[src/rtl/pipeline_pkg.sv]
// Shared pipeline definitions: register-file geometry and the MEM/WB write-back bundle.
package pipeline_pkg;

  localparam int DATA_W   = 32;
  localparam int ADDR_W   = 5;
  localparam int REG_ZERO = 0;

  typedef logic [ADDR_W-1:0] reg_idx_t;

  typedef struct packed {
    logic              reg_write;
    reg_idx_t          rd;
    logic [DATA_W-1:0] write_data;
  } wb_bundle_t;

endpackage

[src/rtl/reg_read_port.sv]
// One combinational register-file read port with optional same-cycle write-back bypass.
module reg_read_port
  import pipeline_pkg::*;
#(
  parameter int DATA_W = pipeline_pkg::DATA_W,
  parameter int ADDR_W = pipeline_pkg::ADDR_W,
  parameter int BYPASS = 1
) (
  input  logic [ADDR_W-1:0] idx,
  input  logic [DATA_W-1:0] regs [2**ADDR_W],
  input  logic              wb_reg_write,
  input  logic [ADDR_W-1:0] wb_rd,
  input  logic [DATA_W-1:0] wb_write_data,
  output logic [DATA_W-1:0] data
);

  logic              is_zero;
  logic              hit;
  logic [DATA_W-1:0] stored;

  assign stored  = regs[idx];
  assign is_zero = (idx == ADDR_W'(REG_ZERO));
  // Single index compare ahead of a 2:1 mux keeps the bypass off the storage mux path.
  assign hit     = (BYPASS != 0) && wb_reg_write && (wb_rd == idx);
  assign data    = is_zero ? '0 : (hit ? wb_write_data : stored);

endmodule

[src/rtl/reg_file_wb.sv]
// Architectural register file: write-back commit, two bypassed read ports, debug read, commit counter.
module reg_file_wb
  import pipeline_pkg::*;
#(
  parameter int DATA_W = pipeline_pkg::DATA_W,
  parameter int ADDR_W = pipeline_pkg::ADDR_W,
  parameter int BYPASS = 1
) (
  input  logic              clk,
  input  logic              reset,
  input  logic              WB_RegWrite,
  input  logic [ADDR_W-1:0] WB_Rd,
  input  logic [DATA_W-1:0] WB_write_data,
  input  logic [ADDR_W-1:0] ID_Rs,
  input  logic [ADDR_W-1:0] ID_Rt,
  output logic [DATA_W-1:0] rs_data,
  output logic [DATA_W-1:0] rt_data,
  input  logic [ADDR_W-1:0] dbg_addr,
  output logic [DATA_W-1:0] dbg_data,
  output logic [31:0]       commit_count
);

  localparam int NREG = 2**ADDR_W;

  logic [DATA_W-1:0] mem  [1:NREG-1];
  logic [DATA_W-1:0] view [NREG];
  logic [31:0]       count_q;
  logic              commit;

  assign commit = WB_RegWrite && (WB_Rd != ADDR_W'(REG_ZERO));

  always_ff @(posedge clk or negedge reset) begin
    if (!reset) begin
      for (int i = 1; i < NREG; i++) mem[i] <= '0;
    end else if (commit) begin
      mem[WB_Rd] <= WB_write_data;
    end
  end

  always_ff @(posedge clk or negedge reset) begin
    if (!reset) begin
      count_q <= '0;
    end else if (commit && (count_q != 32'hFFFF_FFFF)) begin
      count_q <= count_q + 32'd1;
    end
  end

  // Register 0 has no storage; the view presents it as a constant zero.
  assign view[0] = '0;
  for (genvar g = 1; g < NREG; g++) begin : g_view
    assign view[g] = mem[g];
  end

  reg_read_port #(.DATA_W(DATA_W), .ADDR_W(ADDR_W), .BYPASS(BYPASS)) u_rs (
    .idx           (ID_Rs),
    .regs          (view),
    .wb_reg_write  (WB_RegWrite),
    .wb_rd         (WB_Rd),
    .wb_write_data (WB_write_data),
    .data          (rs_data)
  );

  reg_read_port #(.DATA_W(DATA_W), .ADDR_W(ADDR_W), .BYPASS(BYPASS)) u_rt (
    .idx           (ID_Rt),
    .regs          (view),
    .wb_reg_write  (WB_RegWrite),
    .wb_rd         (WB_Rd),
    .wb_write_data (WB_write_data),
    .data          (rt_data)
  );

  assign dbg_data     = view[dbg_addr];
  assign commit_count = count_q;

endmodule

[config.mk]
export PLATFORM = sky130hd
export DESIGN_NAME = reg_file_wb
export DESIGN_NICKNAME = d
export VERILOG_FILES = /design/src/rtl/pipeline_pkg.sv /design/src/rtl/reg_read_port.sv /design/src/rtl/reg_file_wb.sv
export SDC_FILE = /design/constraint.sdc
export NUM_CORES = 2
export LEC_CHECK = 0
export CAP_MARGIN = 20
export CORE_MARGIN = 1
export CORE_UTILIZATION = 50
export CTS_BUF_LIST = sky130_fd_sc_hd__clkbuf_16
export CTS_CLUSTER_SIZE = 28
export DETAILED_ROUTE_END_ITERATION = 6
export GPL_ROUTABILITY_DRIVEN = 0
export PLACE_DENSITY = 0.69
export SLEW_MARGIN = 40
export SYNTH_ARGS = -nofsm -noshare
export SYNTH_HDL_FRONTEND = slang
export SYNTH_SLANG_ARGS = --single-unit
[constraint.sdc]
create_clock -name clk -period 2.7 [get_ports clk]
set_input_delay 0.27 -clock clk [delete_from_list [all_inputs] [get_ports clk]]
set_output_delay 0.27 -clock clk [all_outputs]
set_load 0.02 [all_outputs]
; ---- Yosys cells after proc, flatten, opt, wreduce, memory -nomap -nowiden
; Index checks and enable logic that the tools add are counted.
[word_totals]
word_cells = 69
inputBits = 55
register_bits = 1024
[classes]
addsub = 1
n_lt_le_gt_ge = 5
bitwise = 4
n_reduce_logical = 8
n_mux = 16
eq_ne = 3
[op_table]
columns = op, count
row1 = 992-bit bitwise mux, 1
row2 = 32-bit binary-select mux with 5-bit select, 3
row3 = 32-bit two-way mux, 11
row4 = 32-bit demux with 5-bit select, 1
row5 = 32-bit by 1-bit adder with 32-bit output (second input constant), 1
row6 = 32-bit inequality test (second input constant), 1
row7 = 6-bit greater-or-equal comparator (second input constant), 4
row8 = 5-bit inverter with 6-bit output, 4
row9 = 5-bit == test, 2
row10 = 5-bit zero test, 2
row11 = 6-bit by 1-bit < comparator with 1-bit output (second input constant), 1
row12 = 1-bit logical AND, 5
row13 = 5-bit nonzero test, 1

; ---- Logic depth before layout (Yosys ltp)
[logic_depth]
ltp_word = 6
mapped_depth = 10

; ---- Cells and area by module
; A second synthesis with hierarchy kept.
[hier_totals]
cells_unflattened = 4727
hier_area_um2 = 64779.6
[modules_own_cells]
columns = module, seq_area_each_um2, cells_each, area_per_inst_um2, instances
row1 = reg_file_wb, 25624.6, 3023, 46599.7, 1
row2 = reg_read_port, 0.0, 852, 9090.0, 2

; ---- Worst setup path after synthesis
; OpenSTA, ideal clock, no wires.
[synth_timing]
path_kind = input to output
from = in ID_Rt[2]
to = out rt_data[10]
arrival_ns = 2.302
path_buffers = 6
slack_ns = 0.128
path_stages = 8
t_required_ns = 2.430
path_cell_list = buf_2 buf_4 buf_4 buf_4 buf_2 buf_1 a211oi_1 o41ai_1
[synth_via]
elab_chain_len = 6
[synth_rtl]
columns = item, line_no
row1 = from (decl), reg_file_wb.sv:15  ; input logic [ADDR_W-1:0] ID_Rt,
row2 = 5-bit inverter with 6-bit output (not written as such), reg_read_port.sv:21  ; assign stored = regs[idx];
row3 = 32-bit binary-select mux with 5-bit select, reg_read_port.sv:21
row4 = 32-bit two-way mux (not written as such) (2 in series), reg_read_port.sv:21
row5 = 32-bit two-way mux, reg_read_port.sv:25  ; assign data = is_zero ? '0 : (hit ? wb_write_data : stored);
row6 = 32-bit two-way mux (*), reg_read_port.sv:25
row7 = to (decl), reg_file_wb.sv:17  ; output logic [DATA_W-1:0] rt_data,
; Every way passes the cells marked *; elsewhere a longest branch is shown, timed or not. The select of a mux whose other input is x is not followed.

; ---- Worst setup path in the final report
[layout_timing]
from = reg mem[681] (netlist bit)
to = out rs_data[9]
[layout_via]
elab_chain_len = 5
[layout_rtl]
columns = item, line_no
row1 = from (decl), reg_file_wb.sv:25  ; logic [DATA_W-1:0] mem [1:NREG-1];
row2 = "from (signal, indexed assignment)", reg_file_wb.sv:36  ; mem[WB_Rd] <= WB_write_data;
row3 = 32-bit binary-select mux with 5-bit select, reg_read_port.sv:21
row4 = 32-bit two-way mux (not written as such) (2 in series), reg_read_port.sv:21
row5 = 32-bit two-way mux (2 in series), reg_read_port.sv:25
row6 = to (decl), reg_file_wb.sv:16  ; output logic [DATA_W-1:0] rs_data,
; No other way between the ends. The select of a mux whose other input is x is not followed.

==> run_results.csv <==
group,metric,value,unit
run_status,outcome,"complete, but fails checks",
run_status,violations,"setup timing",
synth,synth_edf_count,0,
setup_path,cpMostUsedCell,"buf_6",
power_and_ir_drop,power_density,675,nW/um^2
synth,ys_seq_elements,1024,
cts,cts_made_buffers,116,
timing,rsz0062_at_grt,"true",
power_and_ir_drop,leakagePower,35.3,nW
cts,cts_root_buf,"clkbuf_16",
floorplan,core_area,126000,um^2
detailed_routing,m1WireLength,90.4,mm
timing,fin_setup_tns,-15290,ps
synth,syn_nets,4578,
grt,grt_overflow_total,0,
cts,clk_path_buf_depth,3,
timing,slew_viol_final,0,
floorplan,fp.dieH,359,um
flow_run,maxCapViolations,0,
cts,cts_tree,"done",
setup_path,crit_chain,"buf_6, mux4_2, mux2i_1, nor2_1, nor4_2, buf_4, nor2_2, buf_6",
synth,async_flop_share,100,%
setup_path,worstPathRequired,2430,ps
power_and_ir_drop,switchingPower,16.8,mW
grt,grt_max_degree,146,
setup_path,cp_max_fo,3,
setup_path,crit_buf_inv,3,
synth,syn_area,63700,um^2
synth,synth_cells,4522,
setup_path,cpMaxStageDelayCell,"mux4_2",
place,portBuffers,182,
cts,cts.clk_slew.worst_paths,60,ps
power_and_ir_drop,switching_share,30.6,%
detailed_routing,routed_wl,251,mm
detailed_routing,initialDrtViolationCount,5977,
detailed_routing,routed-wl-met2,111,mm
cells_and_area,area_growth,27.5,%
timing,clock.fmax,0.325,GHz
cells_and_area,final_common_cell,"mux2_2",
power_and_ir_drop,power_frac_seq,38.6,%
setup_path,critical_path_class,"reg2out",
timing,finalWorstSetupSlack,-373,ps
floorplan,start_util,50.5,%
grt,grt_pass1_wl,363,mm
timing,hold_viol_final,0,
grt,grt_pass1_vias,50407,
detailed_routing,highest-signal-layer,"met5",
timing,period_share,114,%
setup_path,worstPathArrival,2800,ps
cts,clock_sinks,1024,
detailed_routing,drc_errors,0,
timing,worst_slew_pin_slew,806,ps
floorplan,fp.dieW,359,um
setup_path,cp_top_family,"multiplexers",
timing,fin_crit,3070,ps
place,dp_slack,-994,ps
grt,antenna_found_initial,10,
power_and_ir_drop,p_comb_share,30.9,%
cells_and_area,layout-drive-gt1-share,61.8,%
cts,h-tree-depth,3,
timing,timing.hold.ws,211,ps
cells_and_area,fin_nets,5293,
setup_path,cpPeakStageDelay,440,ps
synth,synthFlopType,"dfrtp_1",
detailed_routing,dr.pass1.iters,6,
floorplan,die_area,129000,um^2
floorplan,fp-row-count,130,
timing,setup_viol,91,
timing,relSlewSlack,46.1,%
synth,synth_warnings,0,
cells_and_area,post-route-util,64.4,%
grt,track_usage,38.7,%
place,dp_hpwl,166,mm
synth,ys_seq_area_share,40.2,%
timing,skew,8.85,ps
cells_and_area,final_cell_mix,"mux2_2, dfrtp_1, buf_4, mux4_2, mux2i_1",
synth,synth.avg_cell_area,14.1,um^2
setup_path,cp-end-kind,"output pin",
setup_path,start_kind,"flop",
detailed_routing,routedWlPerCell,35.9,um
detailed_routing,routed-wl-met3,31.3,mm
detailed_routing,num_vias,49926,
power_and_ir_drop,peakVddDrop,0.552,mV
synth,ys_types,54,
detailed_routing,viasPerCell,7.15,
power_and_ir_drop,power,54.8,mW
cts,insertion_delay,750,ps
power_and_ir_drop,internal-power,38.0,mW
detailed_routing,antenna_left,0,
power_and_ir_drop,clkPwrFrac,30.4,%
min_path,min_path_type,"in2async",
floorplan,io_pins,183,
==> worst register-to-register path, stage by stage (launching register included) <==
cell and delay (ps):
dfrtp_1 450, nand4_1 230, nor4_2 500, nand3_1 160, a211oi_1 570, nand3_1 180
xnor2_1 150
==> flip-flops by register name, summed over array words and instances, names as in the netlist <==
| name | flops |
|---|---|
| commit_count | 32 |
| mem | 992 |
==> power by group through the flow <==
stage | Combinational [mW] | Clock (mW) | Sequential (mW)
floorplan | 9.67 | 0 | 20.5
global placement | 14.3 | 0 | 21.1
detailed placement | 14.6 | 0 | 21.4
CTS | 16.3 | 16.7 | 21.0
global route | 17.7 | 17.4 | 21.5
finish | 16.9 | 16.7 | 21.1
==> layout make-up <==
cell class                 instances  area, um^2
inverter                          30         113
fill                            8908       44900
antenna                            3        7.51
sequential                      1024       25600
clock inverter                    95         956
multi-input combinational       2966       37800
timing repair buffer            1099       11700
clock buffer                     118        2950
tap                             1650        2060
==> metrics by stage <==
stage / cells / area [um^2]
floorplan: 4522 / 63700
global placement: 6575 / 73200
detailed placement: 6575 / 73300
CTS: 6934 / 80200
global route: 6983 / 81200
finish: 6985 / 81200
==> synth_stat cells, drive strengths merged, types with 5 or more instances <==
cell type  instances  share of area, %
nor4              12              0.15
buf              262               2.3
nand2b            11              0.11
a221oi            69              0.95
mux2            1231                22
a21o              14              0.17
clkbuf           240               1.4
and3              26              0.26
a21oi            112              0.89
nor2              60              0.35
nand3             15              0.12
mux4             588                21
nand4             10             0.098
a22o              44              0.61
o22ai             42              0.41
xnor2             22              0.30
nor2b             37              0.36
xor2              17              0.23
nor3              28              0.22
inv               30              0.18
nand2             56              0.33
o21ai             55              0.43
a221o             55              0.86
and2               5             0.049
a211oi            36              0.42
a2111oi           19              0.26
dfrtp           1024                40
mux2i            246               3.9
o41ai             13              0.18
a22oi            107               1.3
a31oi              6             0.059
==> worst paths after layout <==
| check | from | endpoint | slack [ps] | cells after the start |
|---|---|---|---|---|
| worst max-delay path | mem[681] | rs_data[9] | -370 | 8 |
| worst min-delay path | reset | mem[297] | 210 | 3 |
| worst max register to register | commit_count[7] | commit_count[25] | 350 | 6 |
| worst min register to register | commit_count[10] | commit_count[10] | 500 | 1 |
| max in group asynchronous | reset | mem[828] | 1600 | 4 |
| min in group clk | WB_write_data[15] | mem[431] | 310 | 2 |
==> logic make-up after synthesis <==
kind of cell | share of synthesized area (%)
mux | 46.4
flops | 40.2
compound gates | 6.63
buf+inv | 3.88
simple gates | 2.28
xor+xnor | 0.536
fa+ha+maj | 0.0196
==> metal layers <==
metal | GRT usage (%) | up-vias
met4 | 24.5 | 12
met1 | 50.4 | 26013
li1 | - | 19415
met3 | 11.2 | 917
met2 | 56.9 | 3569
met5 | 0 | -
==> what timing repair did <==
| action | in CTS | in global routing |
|---|---|---|
| setup endpoints to repair | 96 | 96 |
| gates cloned | 4 | 1 |
| pin swaps | 133 | 55 |
| setup buffers | 162 | 50 |
| gates resized for setup | 825 | 120 |
| hold buffers | 2 | 0 |
| endpoints found under the hold margin | 461 | 0 |
Note: power is estimated with default switching activity, not from simulation.
